==> src/rtl/tdm_pkg.sv <==
// tdm_pkg: shared constants and types for the 4-slot TDM receive path
package tdm_pkg;
  localparam int NUM_SLOTS = 4;
  localparam int SLOT_W = 2;
  typedef enum logic {HUNT, LOCKED} tdm_state_t;
  typedef logic [SLOT_W-1:0] tdm_slot_t;
endpackage

==> src/rtl/tdm_demux4_if.sv <==
// tdm_demux4_if: serial-in / 4-lane-out bundle for the TDM demultiplexer
interface tdm_demux4_if
  import tdm_pkg::*;
#(parameter int W = 1);
  logic en;
  logic [W-1:0] sin;
  logic sync;
  logic [NUM_SLOTS*W-1:0] dout;
  logic valid;
  tdm_slot_t slot;
  logic locked;
  logic sync_err;
  modport master (output en, sin, sync, input dout, valid, slot, locked, sync_err);
  modport slave (input en, sin, sync, output dout, valid, slot, locked, sync_err);
endinterface

==> src/rtl/tdm_slot_ctr.sv <==
// tdm_slot_ctr: 2-bit wrapping slot counter with a load-to-1 override
module tdm_slot_ctr
  import tdm_pkg::*;
(
  input  logic      clk,
  input  logic      rst,
  input  logic      en_i,
  input  logic      load1_i,
  output tdm_slot_t cnt_o,
  output logic      last_o
);
  tdm_slot_t cnt_q, cnt_d;
  always_comb cnt_d = load1_i ? tdm_slot_t'(1) : en_i ? cnt_q + tdm_slot_t'(1) : cnt_q;
  always_ff @(posedge clk)
    if (rst) cnt_q <= '0;
    else cnt_q <= cnt_d;
  assign cnt_o = cnt_q;
  assign last_o = cnt_q == tdm_slot_t'(NUM_SLOTS - 1);
endmodule

==> src/rtl/tdm_demux4.sv <==
// tdm_demux4: 1-to-4 TDM demultiplexer aligned to a frame-sync marker,
// publishing a registered 4-lane word with a one-cycle valid per frame.
module tdm_demux4
  import tdm_pkg::*;
#(parameter int W = 1)
(
  input logic clk,
  input logic rst,
  tdm_demux4_if.slave bus
);
  tdm_state_t state_q, state_d;
  logic [NUM_SLOTS-2:0][W-1:0] stage_q, stage_d;
  logic [NUM_SLOTS*W-1:0] dout_q, dout_d;
  logic valid_q, valid_d, err_q, err_d;
  logic load1, inc, last;
  tdm_slot_t slot;
  tdm_slot_ctr u_ctr (
    .clk(clk), .rst(rst), .en_i(inc), .load1_i(load1), .cnt_o(slot), .last_o(last)
  );
  // Any accepted sync restarts the frame at slot 0, which leaves the counter at 1.
  always_comb begin
    load1 = bus.en & bus.sync & (state_q == HUNT | slot != '0);
    inc = bus.en & (state_q == LOCKED) & ~load1;
    valid_d = inc & last;
    err_d = load1 & (state_q == LOCKED);
    state_d = load1 ? LOCKED : state_q;
    dout_d = valid_d ? {bus.sin, stage_q} : dout_q;
    stage_d = stage_q;
    for (int i = 0; i < NUM_SLOTS - 1; i++)
      if ((load1 && i == 0) || (inc && slot == tdm_slot_t'(i))) stage_d[i] = bus.sin;
  end
  always_ff @(posedge clk)
    if (rst) begin
      state_q <= HUNT;
      stage_q <= '0;
      dout_q <= '0;
      valid_q <= 1'b0;
      err_q <= 1'b0;
    end else begin
      state_q <= state_d;
      stage_q <= stage_d;
      dout_q <= dout_d;
      valid_q <= valid_d;
      err_q <= err_d;
    end
  assign bus.dout = dout_q;
  assign bus.valid = valid_q;
  assign bus.slot = slot;
  assign bus.locked = state_q == LOCKED;
  assign bus.sync_err = err_q;
endmodule

==> src/flat_wrapper.sv <==
// flat-port wrapper written by rule: the top's interface ports become plain ports
module tdm_demux4_flat import tdm_pkg::*;
#(parameter int W = 1)
  (clk, rst, bus_en, bus_sin, bus_sync, bus_dout, bus_valid, bus_slot, bus_locked, bus_sync_err);
  tdm_demux4_if #(.W(W)) bus_i ();
  input logic clk;
  input logic rst;
  input wire logic [$bits(bus_i.en)-1:0] bus_en;
  input wire logic [$bits(bus_i.sin)-1:0] bus_sin;
  input wire logic [$bits(bus_i.sync)-1:0] bus_sync;
  output wire logic [$bits(bus_i.dout)-1:0] bus_dout;
  output wire logic [$bits(bus_i.valid)-1:0] bus_valid;
  output wire logic [$bits(bus_i.slot)-1:0] bus_slot;
  output wire logic [$bits(bus_i.locked)-1:0] bus_locked;
  output wire logic [$bits(bus_i.sync_err)-1:0] bus_sync_err;
  assign bus_i.en = bus_en;
  assign bus_i.sin = bus_sin;
  assign bus_i.sync = bus_sync;
  assign bus_dout = bus_i.dout;
  assign bus_valid = bus_i.valid;
  assign bus_slot = bus_i.slot;
  assign bus_locked = bus_i.locked;
  assign bus_sync_err = bus_i.sync_err;
  tdm_demux4 #(.W(W)) u_core (.clk(clk), .rst(rst), .bus(bus_i));
endmodule
==> config.mk <==
export PLATFORM = sky130hd
export DESIGN_NAME = tdm_demux4_flat
export DESIGN_NICKNAME = d
export VERILOG_FILES = /design/src/rtl/tdm_pkg.sv /design/src/rtl/tdm_demux4_if.sv /design/src/rtl/tdm_slot_ctr.sv /design/src/rtl/tdm_demux4.sv /design/src/flat_wrapper.sv
export SDC_FILE = /design/constraint.sdc
export NUM_CORES = 1
export LEC_CHECK = 0
export CORE_AREA = 2 2 39 41
export DETAILED_ROUTE_END_ITERATION = 6
export DIE_AREA = 0 0 41 43
export GPL_ROUTABILITY_DRIVEN = 0
export HOLD_SLACK_MARGIN = 0.03
export PLACE_DENSITY = 0.69
export SLEW_MARGIN = 20
export SYNTH_ARGS = -nofsm -noshare
export SYNTH_HDL_FRONTEND = slang
export SYNTH_SLANG_ARGS = --single-unit
==> constraint.sdc <==
create_clock -name clk -period 2.7 [get_ports clk]
set_input_delay 0.27 -clock clk [delete_from_list [all_inputs] [get_ports clk]]
set_output_delay 0.27 -clock clk [all_outputs]
set_load 0.005 [all_outputs]
Word level (Yosys, flattened, before mapping). Cells that the tools add are included. Widths: inputs -> output; s select.

Muxes and demuxes: 2. Reduce and logical (&&, ||, !) cells: 8. Bitwise operators: 9. Equal/unequal tests: 3. Add/subtract/negate cells: 1.

Operator list (number): $and 1x1->1 (6); $eq 2x2->1 const B (2); $reduce_bool 2->1 (2); $logic_and 1x1->1 (3); $add 2x1->2 const B (1); $eq 2x1->1 const B (1); $logic_not 2->1 (1); $mux 1 (2); $not 1->1 (2); $reduce_or 2->1 (1); $logic_or 1x1->1 (1); $or 1x1->1 (1).

Register bits after elaboration: 12.

Longest topological paths before layout.
Depth in word-level cells: 7. Mapped depth: 5. Mapped depth without buffers: 5.

Hierarchy. A second synthesis with hierarchy kept.

Cells, all modules: 50. Area, all modules: 503.0 um^2.

Modules (own cells, without submodules): tdm_demux4 (cells each 42, area each 417.9 um^2, times used 1); tdm_slot_ctr (cells each 8, area each 85.1 um^2, times used 1).

Least setup slack after synthesis. Ideal clock, no wire load.

Kind: register -> register. Start point: reg u_core.u_ctr.cnt_q[0], in the netlist u_core.u_ctr.cnt_o[0]. End point: reg u_core.dout_q[1], in the netlist u_core.bus.dout[1]. Path buffers: 0. Period minus slack after synthesis: 1.298 ns. Setup slack: 1.402 ns. Setup time: 0.119 ns. Stages on the path, launching flop included: 6. Data required time: 2.581 ns. Data arrival time: 1.179 ns. Path through: dfxtp_1 > inv_1 > ha_1 > nand2b_2 > and4_4 > mux2i_1.

Longest elaborated chain between the ends: 6.

RTL lines: start, declared (line tdm_slot_ctr.sv:12) `tdm_slot_t cnt_q, cnt_d;`; start signal, assigned (line tdm_slot_ctr.sv:16) `else cnt_q <= cnt_d;`; $reduce_bool 2->1 (line tdm_demux4.sv:22) `load1 = bus.en & bus.sync & (state_q == HUNT | slot != '0);`; $or 1x1->1 (line tdm_demux4.sv:22); $and 1x1->1 (line tdm_demux4.sv:22); $not 1->1 (line tdm_demux4.sv:23) `inc = bus.en & (state_q == LOCKED) & ~load1;`; $and 1x1->1 (line tdm_demux4.sv:23); $and 1x1->1 (*) (line tdm_demux4.sv:24) `valid_d = inc & last;`; end signal, assigned (line tdm_demux4.sv:42) `dout_q <= dout_d;`; end, declared (line tdm_demux4.sv:13) `logic [NUM_SLOTS*W-1:0] dout_q, dout_d;`.

Mark *: on every way between the ends. The rest lies on a longest branch, timed or not. A chain may end at the register's enable or synchronous reset.

Worst setup path after layout.
Start point: reg u_core.state_q, in the netlist u_core.bus.locked. End point: out bus_locked.

RTL lines: start, declared (line tdm_demux4.sv:11) `tdm_state_t state_q, state_d;`; start signal, assigned (line tdm_demux4.sv:40) `state_q <= state_d;`; end, declared (line flat_wrapper.sv:14) `output wire logic [$bits(bus_i.locked)-1:0] bus_locked;`.

No word-level cell between the ends.

==> metrics <==
outcome=completed; Mapped Nets=64; final worst path period share=60.6%; Arr. time, crit path=1.37 ns; Initial Util=39.2%; Die H=43 microns; Post-Synth Simple-Gate Area=23.5%; cell accounting for the most synthesized area=dfxtp_1; area of the die=1760 sq um; final-stage net count=79; vias in the first global route=348; DP Cell Count=81; max_slew headroom=74.9%; Yosys warning count=0; worst min path class=reg -> reg; TritonCTS clock tree=yes; Initial DRT Pass Iterations=4; post-synthesis compound-gate area fraction=6.22%; Leak=0.284 nW; f_max=611 MHz; cell family contributing the most delay on the critical path=buffers and inverters; largest family of logic cells by synthesized area=simple AND/OR/NAND/NOR gates; first-pass GRT wire length=1480 microns; VDD IR-drop max=0.307 mV; critical path class=reg -> out; routed wire length=904 microns; PortBufs=13; synthesized flop and latch total=12; Slew Limit Fails=0; setup TNS=0 ns; final hold vios=0; count of different cell masters after synthesis=17; top cells by area, synth=dfxtp_1 (44%), mux2i_1 (13%), nand2b_1 (10%), ha_1 (9.2%), nand4_1 (4.6%); leading cell type in the layout, fill and taps excluded=clkdlybuf4s50_1; CTS max path bufs=2; Final setup viols=0; slowest stage delay, CP=0.57 ns; Setup crit end kind=output pin; Synth top area share=44.2%; Post-Synth Adder-Cell Area=9.22%; PwrDens=504 nW/um^2; # diodes=0; initial antenna violation count=0; die outline width=41 microns; Syn Inst Count=55; final clock skew=0.00719 ns; dpl hpwl=648 microns; GRT overflow=0; postcts setup bufs=0; core area=1380 sq um; clock slew at reported path FFs=0.08 ns; Max-cap violations=0; Rows=14; most frequent cells in the layout=clkdlybuf4s50_1 (13), dfxtp_1 (12), nand2b_1 (9), mux2i_1 (7); DR iter-0 viols=9; post-synthesis sequential area ratio=44.2%; CTS H-tree depth=1; Critical Path Fanout Max=11; Root Buffer=clkbuf_4; fraction of synthesized area in multiplexers=12.9%; share of layout cells above drive strength 1=10.1%; ANT nets after route=0; Slew @ Worst Pin=0.376 ns; slowest CP cell=clkdlybuf4s50_1; Final min period=1.64 ns; hold slack=0.477 ns; GRT Total Usage=12.8%; hold buffers post-CTS=0; clk_lat worst skew=0.27 ns; CTS buffer count=3; total power=0.361 mW; synthesis-to-finish area growth=31.8%; via count=419; xor/xnor share of the synthesized area=0%; Startpoint Class=flop; I/O Pins=14; vias per cell=4.93; Final Instance Count excl. Fillers=85; clock sink count=12; WL/cell=10.6 microns; largest net degree at the start of global routing=14; post-cts repair resize count=0; Syn Area/Cell=9.87 sq um; synthesized area=543 sq um; # fillers=148; critical path required time=2.43 ns; crit path cell chain=clkdlybuf4s50_1; DR DRC count=0; RSZ-0062 raised after global routing=false; crit path buf inv count=1
==> cell families (layout without fill, tap and decap cells) <==
group	after synthesis	in the layout
AND/OR/NAND/NOR	21	21
buffers and inverters	5	19
multiplexers	7	7
flip-flops	12	12
AO/OA/AOI/OAI	6	6
adder cells (fa/ha/maj)	4	4
==> state kept, by name, summed over array words and instances, names as in the netlist <==
signal,flops
u_core.bus.dout,4
u_core.stage_q,3
u_core.u_ctr.cnt_o,2
u_core.bus.locked,1
u_core.bus.sync_err,1
u_core.bus.valid,1
==> routing by layer <==
metal	vias to the layer above	GRT usage, %	wire [microns]
met5	-	0	0
met3	0	9.42	63
met2	10	16.3	400
met4	0	4.00	0
li1	214	-	-
met1	195	16.5	440
==> cell type report <==
cell class	instances	area, sq um	area share [%]
repair buffers	13	130	18.2
well taps	16	20.0	2.80
flip-flops and latches	12	240	33.6
clock buffers	4	36.3	5.07
multi-input cells	38	282	39.3
inverters	2	7.51	1.05
==> report_power, final <==
part / total (mW) / switching (mW) / internal, mW
combinational: 0.0342 / 0.0154 / 0.0188
sequential: 0.185 / 0.00458 / 0.181
clock: 0.141 / 0.0593 / 0.0820
total: 0.361 / 0.0793 / 0.281
==> through the flow <==
step	setup WS (ns)	area (sq um)	utilization [%]
2_1_floorplan	1.40	543	-
3_3_place_gp	1.25	679	49.1
3_5_place_dp	1.24	679	49.1
4_1_cts	1.06	716	51.7
5_1_grt	0.988	716	51.7
6_report	1.06	716	51.7
==> Yosys cell counts <==
cell type,instances
clkbuf_1,1
ha_1,4
a31o_2,1
nor3_1,1
nor2_1,2
mux2i_1,7
inv_1,2
o21ai_1,1
and4_4,1
nand2_1,2
nand4_1,4
nor2b_1,1
nand2b_1,9
a21oi_1,4
dfxtp_1,12
nand2b_2,1
buf_2,2
==> worst paths after layout <==
kind / from / to / slack, ns / cells past startpoint
worst max-delay path: u_core.bus.locked$_SDFFE_PP0P_ / bus_locked / 1.06 / 1
worst min-delay path: u_core.bus.dout[1]$_SDFFE_PP0P_ / u_core.bus.dout[1]$_SDFFE_PP0P_ / 0.48 / 2
worst max register to register: u_core.u_ctr.cnt_o[0]$_SDFFE_PP0P_ / u_core.bus.dout[0]$_SDFFE_PP0P_ / 1.31 / 5
worst min register to register: u_core.bus.dout[1]$_SDFFE_PP0P_ / u_core.bus.dout[1]$_SDFFE_PP0P_ / 0.48 / 2
(Power assumes the default switching activity.)
